## config.mk

```make
export PLATFORM = sky130hd
export DESIGN_NAME = imem_port_arbiter
export DESIGN_NICKNAME = d
export VERILOG_FILES = /design/src/rtl/imem_arb_pkg.sv /design/src/rtl/imem_arb_starve_ctr.sv /design/src/rtl/imem_port_arbiter.sv
export SDC_FILE = /design/constraint.sdc
export NUM_CORES = 1
export LEC_CHECK = 0
export CAP_MARGIN = 10
export CORE_AREA = 2 2 102 104
export DETAILED_ROUTE_END_ITERATION = 7
export DIE_AREA = 0 0 104 106
export PLACE_DENSITY = 0.65
export SKIP_CTS_REPAIR_TIMING = 1
export SYNTH_ARGS = -nofsm -noshare
export SYNTH_HDL_FRONTEND = slang
export SYNTH_HIERARCHICAL = 1
export SYNTH_SLANG_ARGS = --single-unit
```

## constraint.sdc

```tcl
create_clock -name clk -period 5.4 [get_ports clk]
set_input_delay 1.08 -clock clk [delete_from_list [all_inputs] [get_ports clk]]
set_output_delay 1.08 -clock clk [all_outputs]
set_load 0.01 [all_outputs]
```

## src/rtl/imem_arb_pkg.sv

```systemverilog
// Shared types and defaults for the instruction-memory port arbiter.
package imem_arb_pkg;

   typedef enum logic {
      IDLE = 1'b0,
      BUSY = 1'b1
   } arb_state_e;

   typedef enum logic {
      OWN_F = 1'b0,
      OWN_L = 1'b1
   } arb_owner_e;

   // Canonical RISC-V no-op (addi x0,x0,0); handy filler for unused imem words.
   localparam logic [31:0] NOP = 32'h00000013;

   localparam int DEF_MEM_LAT    = 1;
   localparam int DEF_STARVE_MAX = 8;

endpackage

```

## src/rtl/imem_arb_starve_ctr.sv

```systemverilog
// Starvation counter for the loader port: counts fetch grants that overtake a
// waiting loader and raises force_l once the limit is reached.
module imem_arb_starve_ctr #(
   parameter int STARVE_MAX = 8
) (
   input  logic clk,
   input  logic rst_n,
   input  logic l_req,
   input  logic f_gnt,
   input  logic l_gnt,
   output logic force_l
);

   localparam logic [7:0] CNT_MAX = 8'(STARVE_MAX);

   logic [7:0] starve_cnt_q;
   logic [7:0] starve_cnt_d;

   // Clear whenever the loader is served or stops asking; saturate at the limit.
   always_comb begin
      starve_cnt_d = starve_cnt_q;
      if (!l_req || l_gnt) begin
         starve_cnt_d = 8'd0;
      end else if (f_gnt && (starve_cnt_q != CNT_MAX)) begin
         starve_cnt_d = starve_cnt_q + 8'd1;
      end
   end

   // Counter register with synchronous active-low reset.
   always_ff @(posedge clk) begin
      if (!rst_n) begin
         starve_cnt_q <= 8'd0;
      end else begin
         starve_cnt_q <= starve_cnt_d;
      end
   end

   assign force_l = (starve_cnt_q == CNT_MAX);

endmodule

```

## src/rtl/imem_port_arbiter.sv

```systemverilog
// Arbitrates one fixed-latency single-port imem between the fetch stage (F)
// and the loader/debug port (L). One access in flight; F has priority unless
// L has been starved. Optional macro IMEM_ARB_PERF_EN adds grant/wait counters.
//
// state | meaning
// IDLE  | no access in flight; a grant may issue
// BUSY  | access in flight; lat_cnt counts down to the response cycle (0),
//       | where the response is returned and a new grant may issue
module imem_port_arbiter
   import imem_arb_pkg::*;
#(
   parameter int ADDR_W     = 32,
   parameter int DATA_W     = 32,
   parameter int MEM_LAT    = DEF_MEM_LAT,
   parameter int STARVE_MAX = DEF_STARVE_MAX
) (
   input  logic              clk,
   input  logic              rst_n,
   input  logic              f_req,
   input  logic [ADDR_W-1:0] f_addr,
   input  logic              f_flush,
   output logic              f_gnt,
   output logic              f_rvalid,
   output logic [DATA_W-1:0] f_rdata,
   input  logic              l_req,
   input  logic              l_we,
   input  logic [ADDR_W-1:0] l_addr,
   input  logic [DATA_W-1:0] l_wdata,
   output logic              l_gnt,
   output logic              l_rvalid,
   output logic [DATA_W-1:0] l_rdata,
   output logic              m_en,
   output logic              m_we,
   output logic [ADDR_W-3:0] m_addr,
   output logic [DATA_W-1:0] m_wdata,
   input  logic [DATA_W-1:0] m_rdata
`ifdef IMEM_ARB_PERF_EN
   ,
   output logic [31:0]       perf_f_gnt,
   output logic [31:0]       perf_l_gnt,
   output logic [31:0]       perf_l_wait
`endif
);

   // Remaining cycles until the response; loaded at grant, response at zero.
   localparam logic [2:0] LAT_LOAD = 3'(MEM_LAT - 1);

   arb_state_e state_q, state_d;
   arb_owner_e owner_q, owner_d;
   logic       we_q, we_d;
   logic       flushed_q, flushed_d;
   logic [2:0] lat_cnt_q, lat_cnt_d;

   logic force_l;
   logic resp_cyc;
   logic gnt_ok;
   logic f_cand;
   logic f_win;
   logic l_win;
   logic unused_addr_lsb;

   assign unused_addr_lsb = ^{f_addr[1:0], l_addr[1:0]};

   imem_arb_starve_ctr #(
      .STARVE_MAX (STARVE_MAX)
   ) u_starve (
      .clk     (clk),
      .rst_n   (rst_n),
      .l_req   (l_req),
      .f_gnt   (f_win),
      .l_gnt   (l_win),
      .force_l (force_l)
   );

   // Grant decision: only when the port is free or freeing this cycle.
   always_comb begin
      resp_cyc = (state_q == BUSY) && (lat_cnt_q == 3'd0);
      gnt_ok   = rst_n && ((state_q == IDLE) || resp_cyc);
      f_cand   = f_req && !f_flush;
      l_win    = gnt_ok && l_req && (force_l || !f_cand);
      f_win    = gnt_ok && f_cand && !l_win;
   end

   // Next-state and outputs: issue the winner, return the owner's response.
   always_comb begin
      state_d   = state_q;
      owner_d   = owner_q;
      we_d      = we_q;
      flushed_d = flushed_q;
      lat_cnt_d = lat_cnt_q;
      f_gnt     = 1'b0;
      l_gnt     = 1'b0;
      f_rvalid  = 1'b0;
      f_rdata   = '0;
      l_rvalid  = 1'b0;
      l_rdata   = '0;
      m_en      = 1'b0;
      m_we      = 1'b0;
      m_addr    = '0;
      m_wdata   = '0;

      if (f_win) begin
         f_gnt  = 1'b1;
         m_en   = 1'b1;
         m_addr = f_addr[ADDR_W-1:2];
      end else if (l_win) begin
         l_gnt   = 1'b1;
         m_en    = 1'b1;
         m_we    = l_we;
         m_addr  = l_addr[ADDR_W-1:2];
         m_wdata = l_wdata;
      end

      // A redirect in the response cycle itself also kills the fetch data.
      if (rst_n && resp_cyc) begin
         if (owner_q == OWN_F) begin
            if (!flushed_q && !f_flush) begin
               f_rvalid = 1'b1;
               f_rdata  = m_rdata;
            end
         end else begin
            l_rvalid = 1'b1;
            l_rdata  = we_q ? '0 : m_rdata;
         end
      end

      case (state_q)
         IDLE: begin
            lat_cnt_d = 3'd0;
         end
         BUSY: begin
            if (lat_cnt_q == 3'd0) begin
               state_d   = IDLE;
               flushed_d = 1'b0;
            end else begin
               lat_cnt_d = lat_cnt_q - 3'd1;
               if ((owner_q == OWN_F) && f_flush) begin
                  flushed_d = 1'b1;
               end
            end
         end
         default: state_d = IDLE;
      endcase

      if (f_win || l_win) begin
         state_d   = BUSY;
         owner_d   = l_win ? OWN_L : OWN_F;
         we_d      = l_win && l_we;
         flushed_d = 1'b0;
         lat_cnt_d = LAT_LOAD;
      end
   end

   // FSM state register; reset drops any in-flight access.
   always_ff @(posedge clk) begin
      if (!rst_n) begin
         state_q   <= IDLE;
         owner_q   <= OWN_F;
         we_q      <= 1'b0;
         flushed_q <= 1'b0;
         lat_cnt_q <= 3'd0;
      end else begin
         state_q   <= state_d;
         owner_q   <= owner_d;
         we_q      <= we_d;
         flushed_q <= flushed_d;
         lat_cnt_q <= lat_cnt_d;
      end
   end

`ifdef IMEM_ARB_PERF_EN
   logic [31:0] perf_f_gnt_q, perf_f_gnt_d;
   logic [31:0] perf_l_gnt_q, perf_l_gnt_d;
   logic [31:0] perf_l_wait_q, perf_l_wait_d;

   // Saturating event counters.
   always_comb begin
      perf_f_gnt_d  = perf_f_gnt_q;
      perf_l_gnt_d  = perf_l_gnt_q;
      perf_l_wait_d = perf_l_wait_q;
      if (f_win && (perf_f_gnt_q != '1)) perf_f_gnt_d = perf_f_gnt_q + 32'd1;
      if (l_win && (perf_l_gnt_q != '1)) perf_l_gnt_d = perf_l_gnt_q + 32'd1;
      if (l_req && !l_win && (perf_l_wait_q != '1)) perf_l_wait_d = perf_l_wait_q + 32'd1;
   end

   // Counter registers, cleared by reset.
   always_ff @(posedge clk) begin
      if (!rst_n) begin
         perf_f_gnt_q  <= '0;
         perf_l_gnt_q  <= '0;
         perf_l_wait_q <= '0;
      end else begin
         perf_f_gnt_q  <= perf_f_gnt_d;
         perf_l_gnt_q  <= perf_l_gnt_d;
         perf_l_wait_q <= perf_l_wait_d;
      end
   end

   assign perf_f_gnt  = perf_f_gnt_q;
   assign perf_l_gnt  = perf_l_gnt_q;
   assign perf_l_wait = perf_l_wait_q;
`else
   // Performance counters not built.
`endif

endmodule

```

=== Yosys cells after proc, flatten, opt, wreduce, memory -nomap -nowiden ===
Index checks and enable logic that the tools add are counted.

* Output and inout port bits: 132
* Register bits after elaboration: 15
* Input bits: 134
* Word-level logic and storage cells: 68

* Reductions and logical operators: 26
* Muxes and demuxes: 28
* Bitwise logic cells: 3
* Equality and inequality tests: 3
* Add/sub/neg operators: 2

{| class="wikitable"
|+ Operators by type and width
! operator !! number
|-
| 2-to-1 mux 32 bit || 8
|-
| 2-to-1 mux 30 bit || 2
|-
| 2-to-1 mux 1 bit || 16
|-
| logical AND 1 bit || 12
|-
| adder 8 x 1 -> 8 bit, second input constant || 1
|-
| equality test 8 x 4 -> 1 bit, second input constant || 1
|-
| inequality test 8 x 4 -> 1 bit, second input constant || 1
|-
| one-hot mux 3 bit (2 select lines) || 1
|-
| logical NOT 1 bit || 5
|-
| logical OR 1 bit || 4
|-
| OR reduction 2 bit || 2
|-
| logical NOT 3 bit || 1
|-
| 2-to-1 mux 3 bit || 1
|-
| inverter 1 bit || 3
|-
| subtractor 3 x 1 -> 3 bit, second input constant || 1
|-
| inequality test 2 bit, second input constant || 1
|-
| AND reduction 2 bit || 1
|-
| nonzero test 2 bit || 1
|}

=== Longest topological paths before layout ===
* Depth after elaboration: 10
* Gate-level depth with buffers: 11
* Mapped depth without buffers: 10

=== Hierarchy ===
Netlist, hierarchy kept.

{| class="wikitable"
|+ By module, submodules not included
! module !! area an instance (um^2) !! sequential area each (um^2) !! instances !! cells each
|-
| imem_port_arbiter || 1605.3 || 140.1 || 1 || 263
|-
| imem_arb_starve_ctr || 421.7 || 160.2 || 1 || 50
|}

=== Least setup slack after synthesis ===
Ideal clock, no wire load.

* Path kind: input to output
* Start point: input f_flush
* End point: output m_wdata[0]
* Path slack: 2.238 ns
* Path buffers: 2
* Required time: 4.320 ns
* Arrival: 2.082 ns
* Stages on the path: 5
* Cells stage by stage: or3b_1 > buf_2 > o2111a_4 > buf_2 > and2_1

* Word-level cells in the longest chain between the ends: 8
* Elaborated cells between the ends (all ways): 10
* Classes of those cells: mux: 2; reduce/logical: 8

{| class="wikitable"
|+ RTL lines
! element !! line !! text
|-
| from (decl) || imem_port_arbiter.sv:21 || <nowiki>input logic f_flush,</nowiki>
|-
| logical NOT 1 bit * || imem_port_arbiter.sv:79 || <nowiki>f_cand = f_req && !f_flush;</nowiki>
|-
| logical AND 1 bit * || imem_port_arbiter.sv:79 ||
|-
| logical NOT 1 bit || imem_port_arbiter.sv:80 || <nowiki>l_win = gnt_ok && l_req && (force_l || !f_cand);</nowiki>
|-
| logical OR 1 bit || imem_port_arbiter.sv:80 ||
|-
| logical AND 1 bit || imem_port_arbiter.sv:80 ||
|-
| logical NOT 1 bit || imem_port_arbiter.sv:81 || <nowiki>f_win = gnt_ok && f_cand && !l_win;</nowiki>
|-
| logical AND 1 bit || imem_port_arbiter.sv:81 ||
|-
| 2-to-1 mux 32 bit * || imem_port_arbiter.sv:102 || <nowiki>if (f_win) begin</nowiki>
|-
| to (decl) || imem_port_arbiter.sv:35 || <nowiki>output logic [DATA_W-1:0] m_wdata,</nowiki>
|}

Every way passes the cells marked *; elsewhere a longest branch is shown, timed or not.

=== Worst setup path after layout ===
* Start point: input f_flush
* End point: output m_addr[6]

* Word-level cells in the longest chain between the ends: 8
* Elaborated cells between the ends (all ways): 10
* Classes of those cells: mux: 2; reduce/logical: 8

{| class="wikitable"
|+ RTL lines
! element !! line !! text
|-
| logical NOT 1 bit * || imem_port_arbiter.sv:79 ||
|-
| logical AND 1 bit * || imem_port_arbiter.sv:79 ||
|-
| logical NOT 1 bit || imem_port_arbiter.sv:80 ||
|-
| logical OR 1 bit || imem_port_arbiter.sv:80 ||
|-
| logical AND 1 bit || imem_port_arbiter.sv:80 ||
|-
| logical NOT 1 bit || imem_port_arbiter.sv:81 ||
|-
| logical AND 1 bit || imem_port_arbiter.sv:81 ||
|-
| 2-to-1 mux 30 bit * || imem_port_arbiter.sv:102 ||
|-
| to (decl) || imem_port_arbiter.sv:34 || <nowiki>output logic [ADDR_W-3:0] m_addr,</nowiki>
|}

Marked as above.

==> metrics.txt <==
status=finished clean; Avg WL per Cell=14.8 µm; Combinational Power Share=54.2%; Remaining DRCs=0; synthesized area per cell=6.48 µm²; synthesis warning total=6; final net count=697; count leader, synth=and2_1; vias in the first global route=2,903; footprint of the multi-input gates=0.00158 mm²; Tightest Pin Transition=874 ps; 1st-iter DRT viols=124; sw frac=28.9%; DP Cell Count=690; Die ar.=0.0110 mm²; Synth-to-Final Area Change=137%; WP data arrival=3490 ps; Peak VDD IR=0.0000725 V; leak pwr=1.72 nW; CTS Buffer Depth=2; Post-synth EDFFs=0; crit share post-route=84.7%; largest area contributor in the netlist=and2_1; Synth Net Count=451; Detailed Routing Iterations Pass 1=6; Antenna diodes=0; synth cell count leaders=97 x and2_1, 62 x nand3_1, 35 x a21oi_1; Seq pwr share=25.4%; top cell type's share of synthesized area=29.9%; pins over their slew limit=0; GRT Util Overall=16.8%; most common flop cell mapped by yosys=dfxtp_1; Fill cells=1,012; vias=3,139; ANT nets after route=0; GRT overflow=0; endpoints failing hold=0; post-DR vias/cell=4.52; number of distinct library cells after synthesis=46; Final GP Congestion=0.894; Clk pwr share=20.3%; sequential-to-total area share from yosys stat=14.8%; clk root buf=clkbuf_8; switching power=0.130 mW; Max Cap Viol=0; Core Region=0.0100 mm²; initial antenna violation count=1; Die Ht=106 µm; minimum clock period after layout=4570 ps; Non-Filler Instances=694; internal power=0.320 mW; Storage cell area=300 µm²; layout cells sized above 1=3.94%; Ports=266; critical path fanouts, max=22; Netlist Area Pre-Place=0.00203 mm²; pwr dens=93.8 mW/mm²; M1 wire length=3.92 mm; first-pass GRT wire length=15.0 mm; clk_skew=1.89 ps; pin count of the biggest net entering global routing=39; CTS sink count=15; crit path kind=primary input to primary output; final setup vio count=0; WL met3=858 µm; synthesized flop and latch total=15; Hold WC Path Type=register to register; die outline width=104 µm; Fin Setup TNS=0 ps; ys async rst share=0%; Post-Route WL=10.3 mm; Detailed Place HPWL=8.59 mm; Syn Inst Count=313; port bufs=261; Num CTS Buffers=3; DR top layer=met5; fin util=48.0%; met2 WL=5.41 mm; Placement Rows=37; Reg clk slew, reported paths=60 ps; Max Fclk=0.219 GHz; Starting Density=20.3%; Max-slew headroom=41.4%; latest clock arrival within the worst-skew pair=250 ps; RSZ-0062 raised after global routing=false; H-tree depth=1; Synth area leaders=and2_1 30%, nand3_1 15%, dfxtp_1 15%; crit end category=primary output; CTS tree=done; CP Data Required Time=4320 ps; Setup crit start kind=primary input
-- flip-flops by register name, summed over array words and instances (netlist names) --
signal	flops
flushed_q	1
lat_cnt_q	3
owner_q	1
state_q	1
u_starve/starve_cnt_q	8
we_q	1
-- through the flow --
stage          cell area, µm²  hold slack, ps  worst slack (ps)  power, mW
2_1_floorplan            2030             435              2240      0.192
3_3_place_gp             4760             451               829      0.360
3_5_place_dp             4760             451               785      0.362
4_1_cts                  4800             461               783      0.457
5_1_grt                  4800             486               665      0.476
6_report                 4800             455               826      0.451
-- worst max-delay path, stage by stage --
cell and delay (ps):
clkdlybuf4s50_1 540, nor2b_2 740, buf_4 310, nand3_1 90, a21oi_1 160, clkdlybuf4s50_1 570
-- cell usage in the layout (no fill, tap or decap), types with 3 or more instances in the layout --
master | synthesis | routed
and2_1 | 97 | 97
nand2_1 | 11 | 11
clkbuf_8 | 0 | 3
ha_1 | 4 | 4
o21ai_0 | 3 | 3
buf_4 | 0 | 8
clkdlybuf4s50_1 | 0 | 261
a21oi_1 | 35 | 35
nand3_1 | 62 | 62
nor2_1 | 8 | 8
dfxtp_1 | 15 | 15
inv_1 | 10 | 10
-- kinds of logic after synthesis --
| group | after synthesis | synth area share (%) |
|---|---|---|
| AND/OR/NAND/NOR | 199 | 56.9 |
| buffers and inverters | 38 | 7.78 |
| flip-flops | 15 | 14.8 |
| adder cells (fa/ha/maj) | 4 | 2.47 |
| AO/OA/AOI/OAI | 53 | 16.2 |
| XOR/XNOR | 2 | 0.864 |
| multiplexers | 2 | 0.988 |
-- power groups by stage --
stage / combinational (mW) / sequential [mW] / clock (mW)
after floorplan: 0.0750 / 0.117 / 0
after global placement: 0.243 / 0.117 / 0
after detailed placement: 0.245 / 0.117 / 0
after CTS: 0.247 / 0.115 / 0.0960
after global routing: 0.260 / 0.115 / 0.101
final: 0.244 / 0.115 / 0.0916
-- path summary, 6_finish.rpt --
kind | start | end | slack, ps | depth (start not counted)
worst max-delay path | f_flush | m_addr[6] | 830 | 6
worst min-delay path | we_q$_SDFFE_PN0P_ | we_q$_SDFFE_PN0P_ | 460 | 2
worst max register to register | u_starve/starve_cnt_q[0]$_SDFFE_PP0P_ | u_starve/starve_cnt_q[7]$_SDFFE_PP0P_ | 2440 | 10
worst min register to register | we_q$_SDFFE_PN0P_ | we_q$_SDFFE_PN0P_ | 460 | 2
-- metal layers --
layer	track usage [%]	vias to the layer above
met3	4.66	10
met1	17.5	1404
met5	0	-
met2	33.7	167
li1	-	1556
met4	2.99	2
-- area by class of cell --
cell class	instances	share of cell area, %
clock buffers	3	0.860
clock inverters	1	0.104
inverters	10	0.782
multi-input cells	260	32.8
flip-flops and latches	15	6.25
well taps	136	3.54
repair buffers	269	55.7
Power figures use the tool's default switching activity.
